File: src/rtl/load_unit_if.sv
// Memory read port between the load unit and data memory.
// Latency: none, plain wires.
// Backpressure: req is held by the master until ack arrives; ack and rdata are valid in the same cycle.
//
// Signals:
//   mem_req   - read request, high while the master waits for data
//   mem_addr  - word-aligned byte address of the read
//   mem_ack   - read complete, mem_rdata valid this cycle
//   mem_rdata - little-endian memory word (byte 0 = bits 7:0)
interface load_unit_if;
    logic        mem_req;
    logic [31:0] mem_addr;
    logic        mem_ack;
    logic [31:0] mem_rdata;

    modport master (
        output mem_req,
        output mem_addr,
        input  mem_ack,
        input  mem_rdata
    );

    modport slave (
        input  mem_req,
        input  mem_addr,
        output mem_ack,
        output mem_rdata
    );
endinterface

File: src/rtl/load_unit.sv
// Load unit: issues a word read for lw/lh/lhu/lb/lbu, extracts and extends the addressed field.
// Latency: start to done is 2 cycles with an immediate ack, plus one cycle per memory wait state.
// Backpressure: start is accepted only in IDLE/DONE; start while busy is dropped, not queued.
//
// Ports:
//   clk, reset_n      - clock, asynchronous active-low reset
//   start             - load request (Address, mode captured on accept)
//   Address[31:0]     - byte address
//   mode[2:0]         - [1:0] 00 word, 01 half, 10 byte, 11 word; [2] 1 = zero-extend
//   mem               - memory read port (load_unit_if.master)
//   busy              - high while waiting on memory or reporting an address error
//   done              - one-cycle completion pulse
//   RegOut[31:0]      - extended load result, updated only on a successful ack
//   bus_err, addr_err - error qualifiers, valid only with done
//
// Build option: define LOAD_UNIT_MISALIGN_EXC_EN to trap misaligned word/half accesses
// (no memory request, done with addr_err). Without it, low address bits are ignored
// for words and bit 0 is ignored for halves.
module load_unit #(
    parameter int unsigned TIMEOUT = 15
) (
    input  logic        clk,
    input  logic        reset_n,
    input  logic        start,
    input  logic [31:0] Address,
    input  logic [2:0]  mode,
    load_unit_if.master mem,
    output logic        busy,
    output logic        done,
    output logic [31:0] RegOut,
    output logic        bus_err,
    output logic        addr_err
);

    // Counter only ever needs to reach TIMEOUT-1; with TIMEOUT=0 it simply wraps.
    localparam int unsigned CW = (TIMEOUT < 2) ? 1 : $clog2(TIMEOUT);
    localparam logic [CW-1:0] TO_LAST = CW'((TIMEOUT == 0) ? 0 : TIMEOUT - 1);

    typedef enum logic [1:0] {
        IDLE    = 2'd0,
        REQ     = 2'd1,
        ERRWAIT = 2'd2,
        DONE    = 2'd3
    } state_t;

    state_t         state, state_nxt;
    logic [1:0]     off_q;       // byte offset within the word
    logic [2:0]     mode_q;
    logic [31:0]    addr_q;      // drives mem_addr, already word aligned
    logic [CW-1:0]  cnt;
    logic           bus_err_q;
    logic           accept;
    logic           misalign;
    logic           timeout_hit;
    logic [31:0]    load_val;

    assign accept      = start && ((state == IDLE) || (state == DONE));
    assign timeout_hit = (TIMEOUT != 0) && (cnt == TO_LAST);

`ifdef LOAD_UNIT_MISALIGN_EXC_EN
    logic addr_err_q;

    // Bytes are always aligned; halves need bit 0 clear; words (including mode 11) need both clear.
    always_comb begin
        misalign = 1'b0;
        case (mode[1:0])
            2'b01:   misalign = Address[0];
            2'b10:   misalign = 1'b0;
            default: misalign = (Address[1:0] != 2'b00);
        endcase
    end

    always_ff @(posedge clk or negedge reset_n) begin
        if (!reset_n) begin
            addr_err_q <= 1'b0;
        end else if (accept) begin
            addr_err_q <= misalign;
        end
    end

    assign addr_err = done && addr_err_q;
`else
    assign misalign = 1'b0;
    assign addr_err = 1'b0;
`endif

    // ---------------------------------------------------------------
    // Next-state logic
    // ---------------------------------------------------------------
    always_comb begin
        state_nxt = state;
        case (state)
            IDLE: begin
                if (start) begin
                    state_nxt = misalign ? ERRWAIT : REQ;
                end
            end
            REQ: begin
                if (mem.mem_ack || timeout_hit) begin
                    state_nxt = DONE;
                end
            end
            ERRWAIT: begin
                state_nxt = DONE;
            end
            DONE: begin
                if (start) begin
                    state_nxt = misalign ? ERRWAIT : REQ;
                end else begin
                    state_nxt = IDLE;
                end
            end
            default: state_nxt = IDLE;
        endcase
    end

    always_ff @(posedge clk or negedge reset_n) begin
        if (!reset_n) begin
            state <= IDLE;
        end else begin
            state <= state_nxt;
        end
    end

    // ---------------------------------------------------------------
    // Field extraction from the returned word
    // ---------------------------------------------------------------
    always_comb begin
        logic [15:0] half;
        logic [7:0]  byt;

        load_val = mem.mem_rdata;
        half     = off_q[1] ? mem.mem_rdata[31:16] : mem.mem_rdata[15:0];
        byt      = mem.mem_rdata[7:0];
        case (off_q)
            2'd0:    byt = mem.mem_rdata[7:0];
            2'd1:    byt = mem.mem_rdata[15:8];
            2'd2:    byt = mem.mem_rdata[23:16];
            default: byt = mem.mem_rdata[31:24];
        endcase

        case (mode_q[1:0])
            2'b01:   load_val = mode_q[2] ? {16'h0000, half} : {{16{half[15]}}, half};
            2'b10:   load_val = mode_q[2] ? {24'h000000, byt} : {{24{byt[7]}}, byt};
            default: load_val = mem.mem_rdata;
        endcase
    end

    // ---------------------------------------------------------------
    // Datapath registers
    // ---------------------------------------------------------------
    always_ff @(posedge clk or negedge reset_n) begin
        if (!reset_n) begin
            off_q     <= 2'b00;
            mode_q    <= 3'b000;
            addr_q    <= 32'h0;
            cnt       <= '0;
            bus_err_q <= 1'b0;
            RegOut    <= 32'h0;
        end else if (accept) begin
            off_q     <= Address[1:0];
            mode_q    <= mode;
            addr_q    <= {Address[31:2], 2'b00};
            cnt       <= '0;
            bus_err_q <= 1'b0;
        end else if (state == REQ) begin
            if (mem.mem_ack) begin
                RegOut <= load_val;
            end else if (timeout_hit) begin
                // Error completion leaves RegOut holding the previous result.
                bus_err_q <= 1'b1;
            end else begin
                cnt <= cnt + 1'b1;
            end
        end
    end

    // State-decoded outputs; the async reset of state drops mem_req immediately.
    assign mem.mem_req  = (state == REQ);
    assign mem.mem_addr = addr_q;
    assign busy         = (state == REQ) || (state == ERRWAIT);
    assign done         = (state == DONE);
    assign bus_err      = done && bus_err_q;

endmodule

File: src/flat_wrapper.sv
// flat-port wrapper written by rule: the top's interface ports become plain ports
module load_unit_flat 
#(
    parameter int unsigned TIMEOUT = 15
)
  (clk, reset_n, start, Address, mode, busy, done, RegOut, bus_err, addr_err, mem_mem_req, mem_mem_addr, mem_mem_ack, mem_mem_rdata);
  load_unit_if mem_i ();
  input  logic clk;
  input  logic reset_n;
  input  logic start;
  input  logic [31:0] Address;
  input  logic [2:0] mode;
  output logic busy;
  output logic done;
  output logic [31:0] RegOut;
  output logic bus_err;
  output logic addr_err;
  output wire logic [$bits(mem_i.mem_req)-1:0] mem_mem_req;
  output wire logic [$bits(mem_i.mem_addr)-1:0] mem_mem_addr;
  input wire logic [$bits(mem_i.mem_ack)-1:0] mem_mem_ack;
  input wire logic [$bits(mem_i.mem_rdata)-1:0] mem_mem_rdata;
  assign mem_mem_req = mem_i.mem_req;
  assign mem_mem_addr = mem_i.mem_addr;
  assign mem_i.mem_ack = mem_mem_ack;
  assign mem_i.mem_rdata = mem_mem_rdata;
  load_unit #(.TIMEOUT(TIMEOUT)) u_core (.clk(clk), .reset_n(reset_n), .start(start), .Address(Address), .mode(mode), .mem(mem_i), .busy(busy), .done(done), .RegOut(RegOut), .bus_err(bus_err), .addr_err(addr_err));
endmodule
File: config.mk
export PLATFORM = sky130hd
export DESIGN_NAME = load_unit_flat
export DESIGN_NICKNAME = d
export VERILOG_FILES = /design/src/rtl/load_unit_if.sv /design/src/rtl/load_unit.sv /design/src/flat_wrapper.sv
export SDC_FILE = /design/constraint.sdc
export NUM_CORES = 1
export LEC_CHECK = 0
export CAP_MARGIN = 20
export CORE_ASPECT_RATIO = 2
export CORE_MARGIN = 4
export CORE_UTILIZATION = 45
export CTS_CLUSTER_SIZE = 10
export DETAILED_ROUTE_END_ITERATION = 16
export GPL_ROUTABILITY_DRIVEN = 0
export GPL_TIMING_DRIVEN = 0
export PLACE_DENSITY = 0.82
export SYNTH_ARGS = -nofsm -noshare
export SYNTH_HDL_FRONTEND = slang
export SYNTH_SLANG_ARGS = --single-unit
File: constraint.sdc
create_clock -name clk -period 4.6 [get_ports clk]
set_input_delay 0.92 -clock clk [delete_from_list [all_inputs] [get_ports clk]]
set_output_delay 0.92 -clock clk [all_outputs]
set_load 0.01 [all_outputs]
==> results.py <==
metrics = {
    "route": {
        "drt-pass1-iter-count": 4,
        "vias_per_cell": 5.15,
        "ant_nets": 0,
        "route.detailed.wl_per_inst_um": 16.4,
        "routed_wl_mm": 10.5,
        "initialDrtViolationCount": 157,
        "via_count": 3304,
        "drc": 0,
    },
    "critical_path": {
        "worstPathRequired_ps": 3680,
        "cp_top_family": "buffers and inverters",
        "crit_chain": "inv_1 -> ha_1 -> clkdlybuf4s50_1",
        "cp-start-kind": "flop",
        "reg2reg_slack_ps": 2450,
        "r2r-end": "u_core.RegOut[15]",
        "r2r-start": "u_core.state[0]",
        "path_max_fanout": 5,
        "criticalPathCategory": "reg2out",
        "reg2reg_depth": 8,
        "max_stage_delay_ps": 560,
        "crit_slowest_cell": "clkdlybuf4s50_1",
        "critical_path_arrival_ps": 1720,
        "cp.depth": 3,
        "end_kind": "output pin",
        "cp_num_buf_inv": 2,
    },
    "clocking": {
        "cts-root-buf": "clkbuf_16",
        "worstSkewPairLatency_ps": 330,
        "cts_resized": 0,
        "cts_buffers": 9,
        "post_cts_buffers": 0,
        "clock_sinks": 74,
        "clkTransAtPathRegs_ps": 60,
        "cts_buffer_depth": 2,
        "cts_tree": "yes",
        "h-tree-depth": 3,
        "ctsHoldBuffers": 0,
    },
    "layout": {
        "fill_cells": 640,
        "multi_input_area_sq_um": 1510,
        "antenna_cells": 0,
        "utilization_pct": 69.6,
        "regArea_sq_um": 1850,
        "nNetsFinal": 622,
        "drive_gt1_share_pct": 7.66,
        "syn_to_final_growth_pct": 49.7,
    },
    "grt": {
        "grt_pass1_vias": 3604,
        "antenna_found_initial": 0,
        "grt_use_total_pct": 23.1,
        "grt.overflow.total": 0,
        "grt_pass1_wl_mm": 17.1,
        "grt_max_degree": 75,
    },
    "power": {
        "powerDensity_nw_per_um2": 691,
        "irDropWorstVdd_v": 0.000445,
        "p_leak_nw": 2.46,
    },
    "synthesis": {
        "muxShareOfSynthArea_pct": 3.06,
        "synth_cells": 394,
        "synth-seq-cells": 74,
        "synth.distinct_cells": 40,
        "synth-seq-area-share_pct": 52.0,
        "post-synth-top-area-cell": "dfrtp_1",
        "yosysWarnings": 0,
        "synth_xor_xnor_area_share_pct": 0.738,
        "synthTopCellsByArea": "dfrtp_1 52%, nand2_1 14%, nand3_1 5.8%, ha_1 2.8%, mux2_2 2.2%",
        "synthAdderAreaFrac_pct": 2.81,
        "avgSynthCellArea_sq_um": 9.03,
        "synthDominantCellAreaShare_pct": 52.0,
        "synth_compound_area_share_pct": 9.70,
        "synthSimpleGateAreaFrac_pct": 25.7,
        "netlist_area_sq_um": 3560,
        "synth_top_family_by_area": "simple AND/OR/NAND/NOR gates",
    },
    "place": {
        "io_buffers": 136,
        "post-dp-hpwl_mm": 8.18,
    },
    "floorplanning": {
        "coreArea_sq_um": 7660,
        "die_w_um": 70.9,
        "die-height_um": 134,
        "io_pins": 140,
        "initial_core_util_pct": 46.5,
        "fp.dieArea_sq_um": 9480,
        "num_rows": 45,
    },
    "hold_path": {
        "hold_end": "u_core.mem.mem_addr[2]",
        "hp-class": "reg2reg",
        "hp-start": "u_core.mem.mem_addr[2]",
        "holdPathStages": 2,
    },
    "outcome": {
        "outcome": "complete, no violations",
    },
    "sta": {
        "fmax_mhz": 379,
        "fin_crit_sh_pct": 57.3,
        "finalSetupViolations": 0,
        "grt_setup_unrepaired": "false",
        "worst_slew_pin_slew_ps": 919,
        "slew_headroom_pct": 38.7,
        "maxSlewViolCount": 0,
        "fin_tns_setup_ps": 0,
        "final_hold_viol_count": 0,
        "fin_crit_ps": 2640,
        "skew_ps": 3.57,
    },
    "run": {
        "maxCapViolations": 0,
    },
}
## kinds of logic after synthesis
logic type,count (synthesis)
and+or+nand+nor,209
DFF,74
AOI/OAI and AO/OA,48
buffers and inverters,41
muxes,10
adders and majority gates,8
xor gates and xnor gates,3
other,1
## cell type report
cell class,instances,share of cell area [%]
sequential,74,34.8
multi-input combinational,281,28.3
timing repair buffer,136,25.5
clock buffer,15,5.21
buffer,29,3.05
tap,94,2.21
inverter,12,0.845
clock inverter,1,0.141
## metal layers
metal  routed length, um  vias up  track usage (%)  share of wire, %
met1                3400     1551             20.7                32
met5                   0        -                0                 0
met3                 760       23             7.65               7.2
met4                 318        0             9.41               3.0
li1                    -     1596                -                 -
met2                6060      134             45.0                57
## cells in the mapped netlist (all sizes together)
cell and instances:
nand2 129, dfrtp 74, nand3 42, buf 15
nor2 15, clkbuf 14, inv 12, o21ai 12
a211oi 9, a21oi 9, nor3b 9, ha 8
mux2 7, a22o 6, o22ai 6, nand2b 4
nor2b 4, mux2i 3, and3 2, xor2 2
a2111oi 1, a2bb2oi 1, a41oi 1, and2 1
and2b 1, conb 1, nor3 1, o211ai 1
o21a 1, o311ai 1, or2 1, xnor2 1
## state kept, by name, summed over array words and instances (netlist names)
register and cells:
u_core.cnt 4, u_core.bus_err_q 1, u_core.state 2, u_core.mem.mem_addr 30
u_core.mode_q 3, u_core.off_q 2, u_core.RegOut 32
## layout by cell type, fill, tap and decap left out, types with 9 or more instances in the layout
master and n:
clkbuf_1 16, nand3_1 41, o21ai_0 12, clkdlybuf4s50_1 135, a21oi_1 9, dfrtp_1 74, clkbuf_16 9, nand2_1 129
nor2_1 15, inv_1 12
## worst max path at each step
stage | startpoint | end | slack, ps
after floorplan | start | u_core.RegOut[15] | 2710
after global placement | reset_n | u_core.RegOut[26] | 140
after detailed placement | start | u_core.RegOut[15] | 1930
after CTS | u_core.state[0] | busy | 1960
after global routing | u_core.state[0] | busy | 1910
final | u_core.state[0] | busy | 1960
## tightest hold or removal path: stages (launching register included)
cell and delay (ps):
dfrtp_1 340, nand2_1 50, nand2_1 50
## stage by stage
stage	cell area, sq um	hold WS (ps)	std cells	worst slack, ps	total power, mW
floorplan	3570	458	396	2710	2.13
global placement	5050	458	626	141	2.96
detailed placement	5040	464	626	1930	3.03
CTS	5330	476	642	1960	3.71
global route	5330	502	642	1910	3.94
finish	5330	474	642	1960	3.68
## power by group
part           internal, mW  total [mW]  switching (mW)
logic                 0.912        1.92            1.00
registers             0.944        1.11           0.165
clock network         0.410       0.658           0.248
No activity file was read; power rests on OpenSTA's default activity.
